===== config.mk =====
export PLATFORM = sky130hd
export DESIGN_NAME = d_ff_pipe_flat
export DESIGN_NICKNAME = d
export VERILOG_FILES = /design/src/rtl/d_ff_pkg.sv /design/src/rtl/d_ff_pipe_if.sv /design/src/rtl/d_ff_stage.sv /design/src/rtl/d_ff_pipe.sv /design/src/flat_wrapper.sv
export SDC_FILE = /design/constraint.sdc
export NUM_CORES = 1
export LEC_CHECK = 0
export ABC_AREA = 1
export BUFFER_PORTS_ARGS = -buffer_cell sky130_fd_sc_hd__buf_2
export CORE_AREA = 5 5 42 44
export DETAILED_ROUTE_END_ITERATION = 8
export DIE_AREA = 0 0 47 49
export HOLD_SLACK_MARGIN = 0.05
export PLACE_DENSITY = 0.43
export SYNTH_ARGS = -nofsm -noshare
export SYNTH_HDL_FRONTEND = slang
export SYNTH_HIERARCHICAL = 1
export SYNTH_SLANG_ARGS = --single-unit

===== constraint.sdc =====
create_clock -name i_clk -period 1.5 [get_ports i_clk]
set_input_delay 0.15 -clock i_clk [delete_from_list [all_inputs] [get_ports i_clk]]
set_output_delay 0.15 -clock i_clk [all_outputs]
set_load 0.005 [all_outputs]

===== src/rtl/d_ff_pkg.sv =====
// Purpose : shared constants and helpers for the d_ff_pipe delay line.
// Latency : n/a (package only).
// Backpressure: n/a (package only).
package d_ff_pkg;

  // Default reset/flush value for every pipeline stage.
  localparam int unsigned D_FF_RST_VAL_DEF = 0;

  // Fill counter must hold 0..depth inclusive.
  function automatic int d_ff_cnt_w(input int depth);
    return $clog2(depth + 1);
  endfunction

endpackage


===== src/rtl/d_ff_pipe_if.sv =====
// Purpose : bundles the data/control signals of d_ff_pipe (clock and reset stay plain ports).
// Latency : n/a (wiring only).
// Backpressure: none; i_en is the only flow control (stall when low).
// Signals : i_en, i_flush, i_d (into pipe); o_q, o_qbar, o_valid, o_rise, o_fall (out of pipe).
interface d_ff_pipe_if #(
  parameter int WIDTH = 1
);
  logic             i_en;
  logic             i_flush;
  logic [WIDTH-1:0] i_d;
  logic [WIDTH-1:0] o_q;
  logic [WIDTH-1:0] o_qbar;
  logic             o_valid;
  logic [WIDTH-1:0] o_rise;
  logic [WIDTH-1:0] o_fall;

  // Driver side (feeds the pipe, observes its outputs).
  modport master (
    output i_en, i_flush, i_d,
    input  o_q, o_qbar, o_valid, o_rise, o_fall
  );

  // Pipe side.
  modport slave (
    input  i_en, i_flush, i_d,
    output o_q, o_qbar, o_valid, o_rise, o_fall
  );
endinterface


===== src/rtl/d_ff_stage.sv =====
// Purpose : one WIDTH-bit enabled register stage with flush and RST_VAL load.
// Latency : 1 enabled edge from i_d to o_q.
// Backpressure: holds its value while i_en is low.
// Ports   : i_clk, i_rst_n (sync, active-low), i_en, i_flush, i_d -> o_q.
module d_ff_stage #(
  parameter int               WIDTH   = 1,
  parameter logic [WIDTH-1:0] RST_VAL = '0
) (
  input  logic             i_clk,
  input  logic             i_rst_n,
  input  logic             i_en,
  input  logic             i_flush,
  input  logic [WIDTH-1:0] i_d,
  output logic [WIDTH-1:0] o_q
);

  logic [WIDTH-1:0] dat_d;
  logic [WIDTH-1:0] dat_q;

  // Flush beats enable; reset is handled in the flop block.
  always_comb begin
    dat_d = dat_q;
    if (i_flush)   dat_d = RST_VAL;
    else if (i_en) dat_d = i_d;
  end

  always_ff @(posedge i_clk) begin
    if (!i_rst_n) dat_q <= RST_VAL;
    else          dat_q <= dat_d;
  end

  assign o_q = dat_q;

endmodule


===== src/rtl/d_ff_pipe.sv =====
// Purpose : WIDTH x DEPTH enabled register pipeline with flush, fill tracking, true/complement outputs.
// Latency : i_d reaches o_q after exactly DEPTH enabled edges; o_valid after DEPTH enabled edges.
// Backpressure: i_en low freezes data, complement and fill count; no data is lost.
// Ports   : i_clk, i_rst_n (sync, active-low), bus (d_ff_pipe_if.slave).
// Option  : define D_FF_PIPE_EDGE_EN to build per-bit rise/fall pulses; otherwise they read 0.
module d_ff_pipe
  import d_ff_pkg::*;
#(
  parameter int               WIDTH   = 1,
  parameter int               DEPTH   = 2,
  parameter logic [WIDTH-1:0] RST_VAL = WIDTH'(D_FF_RST_VAL_DEF)
) (
  input  logic        i_clk,
  input  logic        i_rst_n,
  d_ff_pipe_if.slave  bus
);

  localparam int CNT_W = d_ff_cnt_w(DEPTH);
  localparam logic [CNT_W-1:0] CNT_FULL = CNT_W'(DEPTH);

  // stage_dat[0] is the input; stage_dat[k+1] is the output of stage k.
  logic [WIDTH-1:0] stage_dat [DEPTH+1];

  assign stage_dat[0] = bus.i_d;

  for (genvar g = 0; g < DEPTH; g++) begin : g_stage
    d_ff_stage #(
      .WIDTH   (WIDTH),
      .RST_VAL (RST_VAL)
    ) u_stage (
      .i_clk   (i_clk),
      .i_rst_n (i_rst_n),
      .i_en    (bus.i_en),
      .i_flush (bus.i_flush),
      .i_d     (stage_dat[g]),
      .o_q     (stage_dat[g+1])
    );
  end

  logic [WIDTH-1:0] qbar_d,  qbar_q;
  logic [CNT_W-1:0] cnt_d,   cnt_q;
  logic             valid_d, valid_q;

  always_comb begin
    qbar_d = qbar_q;
    cnt_d  = cnt_q;
    if (bus.i_flush) begin
      qbar_d = ~RST_VAL;
      cnt_d  = '0;
    end else if (bus.i_en) begin
      // Complement the value the last stage is loading this edge, so
      // o_q and o_qbar change together.
      qbar_d = ~stage_dat[DEPTH-1];
      if (cnt_q != CNT_FULL) cnt_d = cnt_q + 1'b1;
    end
    valid_d = (cnt_d == CNT_FULL);
  end

  always_ff @(posedge i_clk) begin
    if (!i_rst_n) begin
      qbar_q  <= ~RST_VAL;
      cnt_q   <= '0;
      valid_q <= 1'b0;
    end else begin
      qbar_q  <= qbar_d;
      cnt_q   <= cnt_d;
      valid_q <= valid_d;
    end
  end

  assign bus.o_q     = stage_dat[DEPTH];
  assign bus.o_qbar  = qbar_q;
  assign bus.o_valid = valid_q;

`ifdef D_FF_PIPE_EDGE_EN
  // Shadow of o_q taken every clock (not gated by i_en), so a pulse lasts
  // one clock even when the pipe stalls right after a transition.
  logic [WIDTH-1:0] q_prev_d, q_prev_q;

  always_comb begin
    q_prev_d = stage_dat[DEPTH];
    if (bus.i_flush) q_prev_d = RST_VAL;
  end

  always_ff @(posedge i_clk) begin
    if (!i_rst_n) q_prev_q <= RST_VAL;
    else          q_prev_q <= q_prev_d;
  end

  assign bus.o_rise =  stage_dat[DEPTH] & ~q_prev_q & {WIDTH{valid_q}};
  assign bus.o_fall = ~stage_dat[DEPTH] &  q_prev_q & {WIDTH{valid_q}};
`else
  assign bus.o_rise = '0;
  assign bus.o_fall = '0;
`endif

endmodule


===== src/flat_wrapper.sv =====
// flat-port wrapper written by rule: the top's interface ports become plain ports
module d_ff_pipe_flat import d_ff_pkg::*;
#(
  parameter int               WIDTH   = 1,
  parameter int               DEPTH   = 2,
  parameter logic [WIDTH-1:0] RST_VAL = WIDTH'(D_FF_RST_VAL_DEF)
)
  (i_clk, i_rst_n, bus_i_en, bus_i_flush, bus_i_d, bus_o_q, bus_o_qbar, bus_o_valid, bus_o_rise, bus_o_fall);
  d_ff_pipe_if #(.WIDTH(WIDTH)) bus_i ();
  input  logic i_clk;
  input  logic i_rst_n;
  input wire logic [$bits(bus_i.i_en)-1:0] bus_i_en;
  input wire logic [$bits(bus_i.i_flush)-1:0] bus_i_flush;
  input wire logic [$bits(bus_i.i_d)-1:0] bus_i_d;
  output wire logic [$bits(bus_i.o_q)-1:0] bus_o_q;
  output wire logic [$bits(bus_i.o_qbar)-1:0] bus_o_qbar;
  output wire logic [$bits(bus_i.o_valid)-1:0] bus_o_valid;
  output wire logic [$bits(bus_i.o_rise)-1:0] bus_o_rise;
  output wire logic [$bits(bus_i.o_fall)-1:0] bus_o_fall;
  assign bus_i.i_en = bus_i_en;
  assign bus_i.i_flush = bus_i_flush;
  assign bus_i.i_d = bus_i_d;
  assign bus_o_q = bus_i.o_q;
  assign bus_o_qbar = bus_i.o_qbar;
  assign bus_o_valid = bus_i.o_valid;
  assign bus_o_rise = bus_i.o_rise;
  assign bus_o_fall = bus_i.o_fall;
  d_ff_pipe #(.WIDTH(WIDTH), .DEPTH(DEPTH), .RST_VAL(RST_VAL)) u_core (.i_clk(i_clk), .i_rst_n(i_rst_n), .bus(bus_i));
endmodule

; ---- Yosys cells after proc, flatten, opt, wreduce, memory -nomap -nowiden
; Index checks and enable logic that the tools add are counted.
[op_classes]
reduce_logical = 1
muxes = 3
n_bitwise = 2
eq_ne = 2
addsub = 1
[op_table]
columns = op, count
row1 = $mux 2, 3
row2 = $add 2x1->2 const B, 1
row3 = $eq 2x2->1 const B, 1
row4 = $ne 2x2->1 const B, 1
row5 = $not 1->1, 2
row6 = $reduce_or 2->1, 1
[totals]
output_inout_bits = 5
input_bits = 5
wordCells = 14
regBits = 6

; ---- Depth between registers and ports, before layout
[depth]
ltp_word = 5
mapped_depth = 7
mapped_depth_nobuf = 7

; ---- By module
; Netlist, hierarchy kept.
[by_module_without_submodules]
columns = module, cells_each, seq_area_each_um2, area_each_um2, instances
row1 = d_ff_pipe, 28, 80.1, 207.7, 1
row2 = d_ff_stage, 7, 20.0, 47.5, 2

; ---- Worst setup path after synthesis
; No wires, ideal clock.
[synth_timing]
path_kind = reg2reg
start = register u_core.cnt_q[0]
end = register u_core.valid_q (netlist: u_core/bus.o_valid)
t_arrival_ns = 0.811
synth_period_minus_slack_ns = 0.922
path_buffers = 0
path_stages_with_launch = 7
path_slack_ns = 0.578
cell_sequence = dfxtp_1 inv_1 ha_1 inv_1 nand2_1 nand3_2 nor2_1
[synth_between]
elab_chain_len = 5
[synth_lines]
columns = element, line_no
row1 = from (decl), d_ff_pipe.sv:41  ; logic [CNT_W-1:0] cnt_d, cnt_q;
row2 = from (signal assigned), d_ff_pipe.sv:66  ; cnt_q <= cnt_d;
row3 = $add 2x1->2 / $ne 2x2->1 (equally long branches), d_ff_pipe.sv:54  ; if (cnt_q != CNT_FULL) cnt_d = cnt_q + 1'b1;
row4 = $mux 2, d_ff_pipe.sv:54
row5 = $mux 2 (*), d_ff_pipe.sv:50  ; end else if (bus.i_en) begin
row6 = $mux 2 (*), d_ff_pipe.sv:47  ; if (bus.i_flush) begin
row7 = $eq 2x2->1 (*), d_ff_pipe.sv:56  ; valid_d = (cnt_d == CNT_FULL);
row8 = to (signal assigned), d_ff_pipe.sv:67  ; valid_q <= valid_d;
row9 = to (decl), d_ff_pipe.sv:42  ; logic valid_d, valid_q;
; Every way passes the cells marked *; elsewhere a longest branch is shown, timed or not.
; A chain may end at the register's enable or synchronous reset.

; ---- Worst setup path in the final report
[layout_timing]
start = register u_core.cnt_q[1]
end = register u_core.valid_q (netlist: u_core/bus.o_valid)
; Same word-level chain as after synthesis.

==> run summary <==
Status - finished, final reports clean
Pre-Repair DR Iteration Count - 4
Via count - 247
Crit path max-delay cell type - dfxtp_1
Die width - 47 µm
Reg power frac - 46.1%
Post-synthesis cell area - 303 µm²
Placement Rows - 14
P per Cell Area - 984 mW/mm²
Endpoints failing setup - 0
Largest family of logic cells by synthesized area - simple AND/OR/NAND/NOR gates
Reg-to-reg critical path startpoint - u_core/cnt_q[1]
DRC viols - 0
Simple-gate share of the synthesized area - 26.9%
Number of buffers created by CTS - 3
Internal Power - 272 µW
Switching share of power - 25.1%
Clock Skews - 0.00354 ns
Fill count - 169
Mux cell area share after synthesis - 0%
Global-route congestion overflow total - 0
CTS tree - yes
Clock Sink Count - 6
Clock Power Share - 42.7%
1st-iter DRT viols - 6
Yosys cell types - 14
Die ar. - 0.00230 mm²
Synth Area in Adders - 4.13%
Layout cell share with drive strength beyond 1 - 31.4%
Clock-pin slew on the worst setup and hold paths - 0.05 ns
RSZ-0062 raised after global routing - no
Net load switching power - 91.3 µW
Initial antenna violation count - 0
H-tree levels - 1
Initial Utilization - 21.6%
Clock latency on the worst-skew pair - 0.25 ns
Worst-path maximum fanout - 2
Most frequent cells in the layout - inv_1 (11), nand2_1 (10), buf_2 (7)
TNS Setup - 0 ns
Post-CTS Setup Repair Bufs - 0
DRT antenna net count - 0
First-pass GRT wire length - 862 µm
Reg2reg setup slack - 0.52 ns
Critical path class - reg2reg
Die height - 49 µm
Most used cell along the critical path - inv_1
Setup crit end kind - register
Fmax - 1.02 GHz
Critical-path cell list - inv_1 > ha_1 > inv_1 > nand2_1 > nand3_2 > nor2_1
IO buf count - 7
Synth Area in XOR/XNOR - 0%
Vias in the first global route - 219
Mean Syn Cell Area - 7.21 µm²
Leakage - 0.000200 µW
End of the worst register-to-register path - u_core/bus.o_valid
Total power - 363 µW
# resized after CTS - 0
Reg2Reg Depth - 6
Max Slew Vio Count - 0
IO Count - 10
Min Tclk post-route - 0.976 ns
Combinational group share of total power - 11.2%
Commonest non-fill, non-tap cell in the layout - inv_1
Syn. warnings - 6
Maxcap violations - 0
CP startpoint - u_core/cnt_q[1]
P&R area growth vs syn - 21.9%
Nets - 59
Hold slack - 0.146 ns
Synth Area in Compound Gates - 8.26%
Clock root cell - clkbuf_4
Count of state elements after synthesis - 6
VDD IR max - 0.000338 V
Overall routed net length - 537 µm
Crit path DAT - 1.16 ns
Placer Congestion - 0.634
Fin. Hold Viols - 0
Overall Global Routing Usage - 6.21%
Crit path largest cell delay - 0.31 ns
Cells after Synth - 42
Req. time, crit path - 1.69 ns
Hold crit path type - in2reg
Startpoint types - register
CTS hold repair buffers - 0
# diodes - 0
Largest net degree at the start of global routing - 9
Core Region - 0.00140 mm²
Clock buffer depth - 2
Via density - 3.69
Seq/Total Area, Yosys - 39.7%
Wirelength per Cell - 8.01 µm
Post-route clock period utilization - 65.1%
CP Capture Point - u_core/bus.o_valid
critical path, delay by kind of cell (launching register included):
kind | cells | cell delay (ns)
adders and majority gates | 1 | 0.27
DFF | 1 | 0.31
buffers and inverters | 2 | 0.09
and+or+nand+nor | 3 | 0.24
worst min-delay path by stage:
stage | start | to | slack [ns] | cells past startpoint
detailed placement | bus_i_d | u_core/g_stage[0].u_stage/o_q | 0.41 | 3
finish | bus_i_d | u_core/g_stage[0].u_stage/o_q | 0.15 | 3
CTS | bus_i_d | u_core/g_stage[0].u_stage/o_q | 0.14 | 3
global route | i_rst_n | u_core/g_stage[0].u_stage/o_q | 0.15 | 3
floorplan | bus_i_flush | u_core/bus.o_qbar | 0.27 | 2
global placement | bus_i_d | u_core/g_stage[0].u_stage/o_q | 0.41 | 3
power groups by stage:
stage                     registers [µW]  clock network, µW  logic (µW)
after global routing                 167                181        47.8
after detailed placement             170                  0        41.5
after global placement               170                  0        41.9
final                                167                155        40.8
after floorplan                      170                  0        29.8
after CTS                            167                167        41.7
layer usage:
| metal | wire, µm | up-vias | GRT usage [%] |
|---|---|---|---|
| li1 | - | 135 | - |
| met1 | 238 | 98 | 6.62 |
| met2 | 214 | 10 | 6.33 |
| met3 | 54 | 4 | 5.54 |
| met4 | 29 | 0 | 6.91 |
| met5 | 0 | - | 0 |
area by class of cell:
class	count	area, µm²	area share, %
clock buffers	3	22.5	6.10
inverters	12	45.0	12.2
multi-input cells	23	126	34.2
flip-flops and latches	6	120	32.5
well taps	16	20.0	5.42
repair buffers	7	35.0	9.49
state kept, by name, summed over array words and instances (netlist names):
register / count
u_core/bus.o_qbar: 1
u_core/cnt_q: 2
u_core/g_stage.u_stage/o_q: 2
u_core/bus.o_valid: 1
per-stage QoR:
| step | instances | util, % | setup slack [ns] | area, µm² |
|---|---|---|---|---|
| final | 67 | 26.3 | 0.524 | 369 |
| after CTS | 67 | 26.3 | 0.514 | 369 |
| after floorplan | 43 | - | 0.578 | 307 |
| after detailed placement | 64 | 24.7 | 0.526 | 347 |
| after global routing | 67 | 26.3 | 0.437 | 369 |
| after global placement | 64 | 24.7 | 0.535 | 347 |
cell usage after synthesis:
master | n | area, µm²
dfxtp_1 | 6 | 120
nand2_1 | 10 | 37.5
conb_1 | 1 | 3.75
ha_1 | 1 | 12.5
nand2_2 | 1 | 6.26
buf_4 | 2 | 15.0
nor2_4 | 1 | 11.3
inv_2 | 1 | 3.75
inv_1 | 11 | 41.3
o211ai_1 | 1 | 7.51
nor3_1 | 1 | 5.00
a21oi_2 | 2 | 17.5
nand3_2 | 1 | 10.0
nor2_1 | 3 | 11.3
cell families (layout without fill, tap and decap cells):
logic type	Yosys count	after routing
and+or+nand+nor	17	17
buffers and inverters	14	22
DFF	6	6
AOI/OAI and AO/OA	3	3
adders and majority gates	1	1
other	1	2
(Power assumes the default switching activity.)
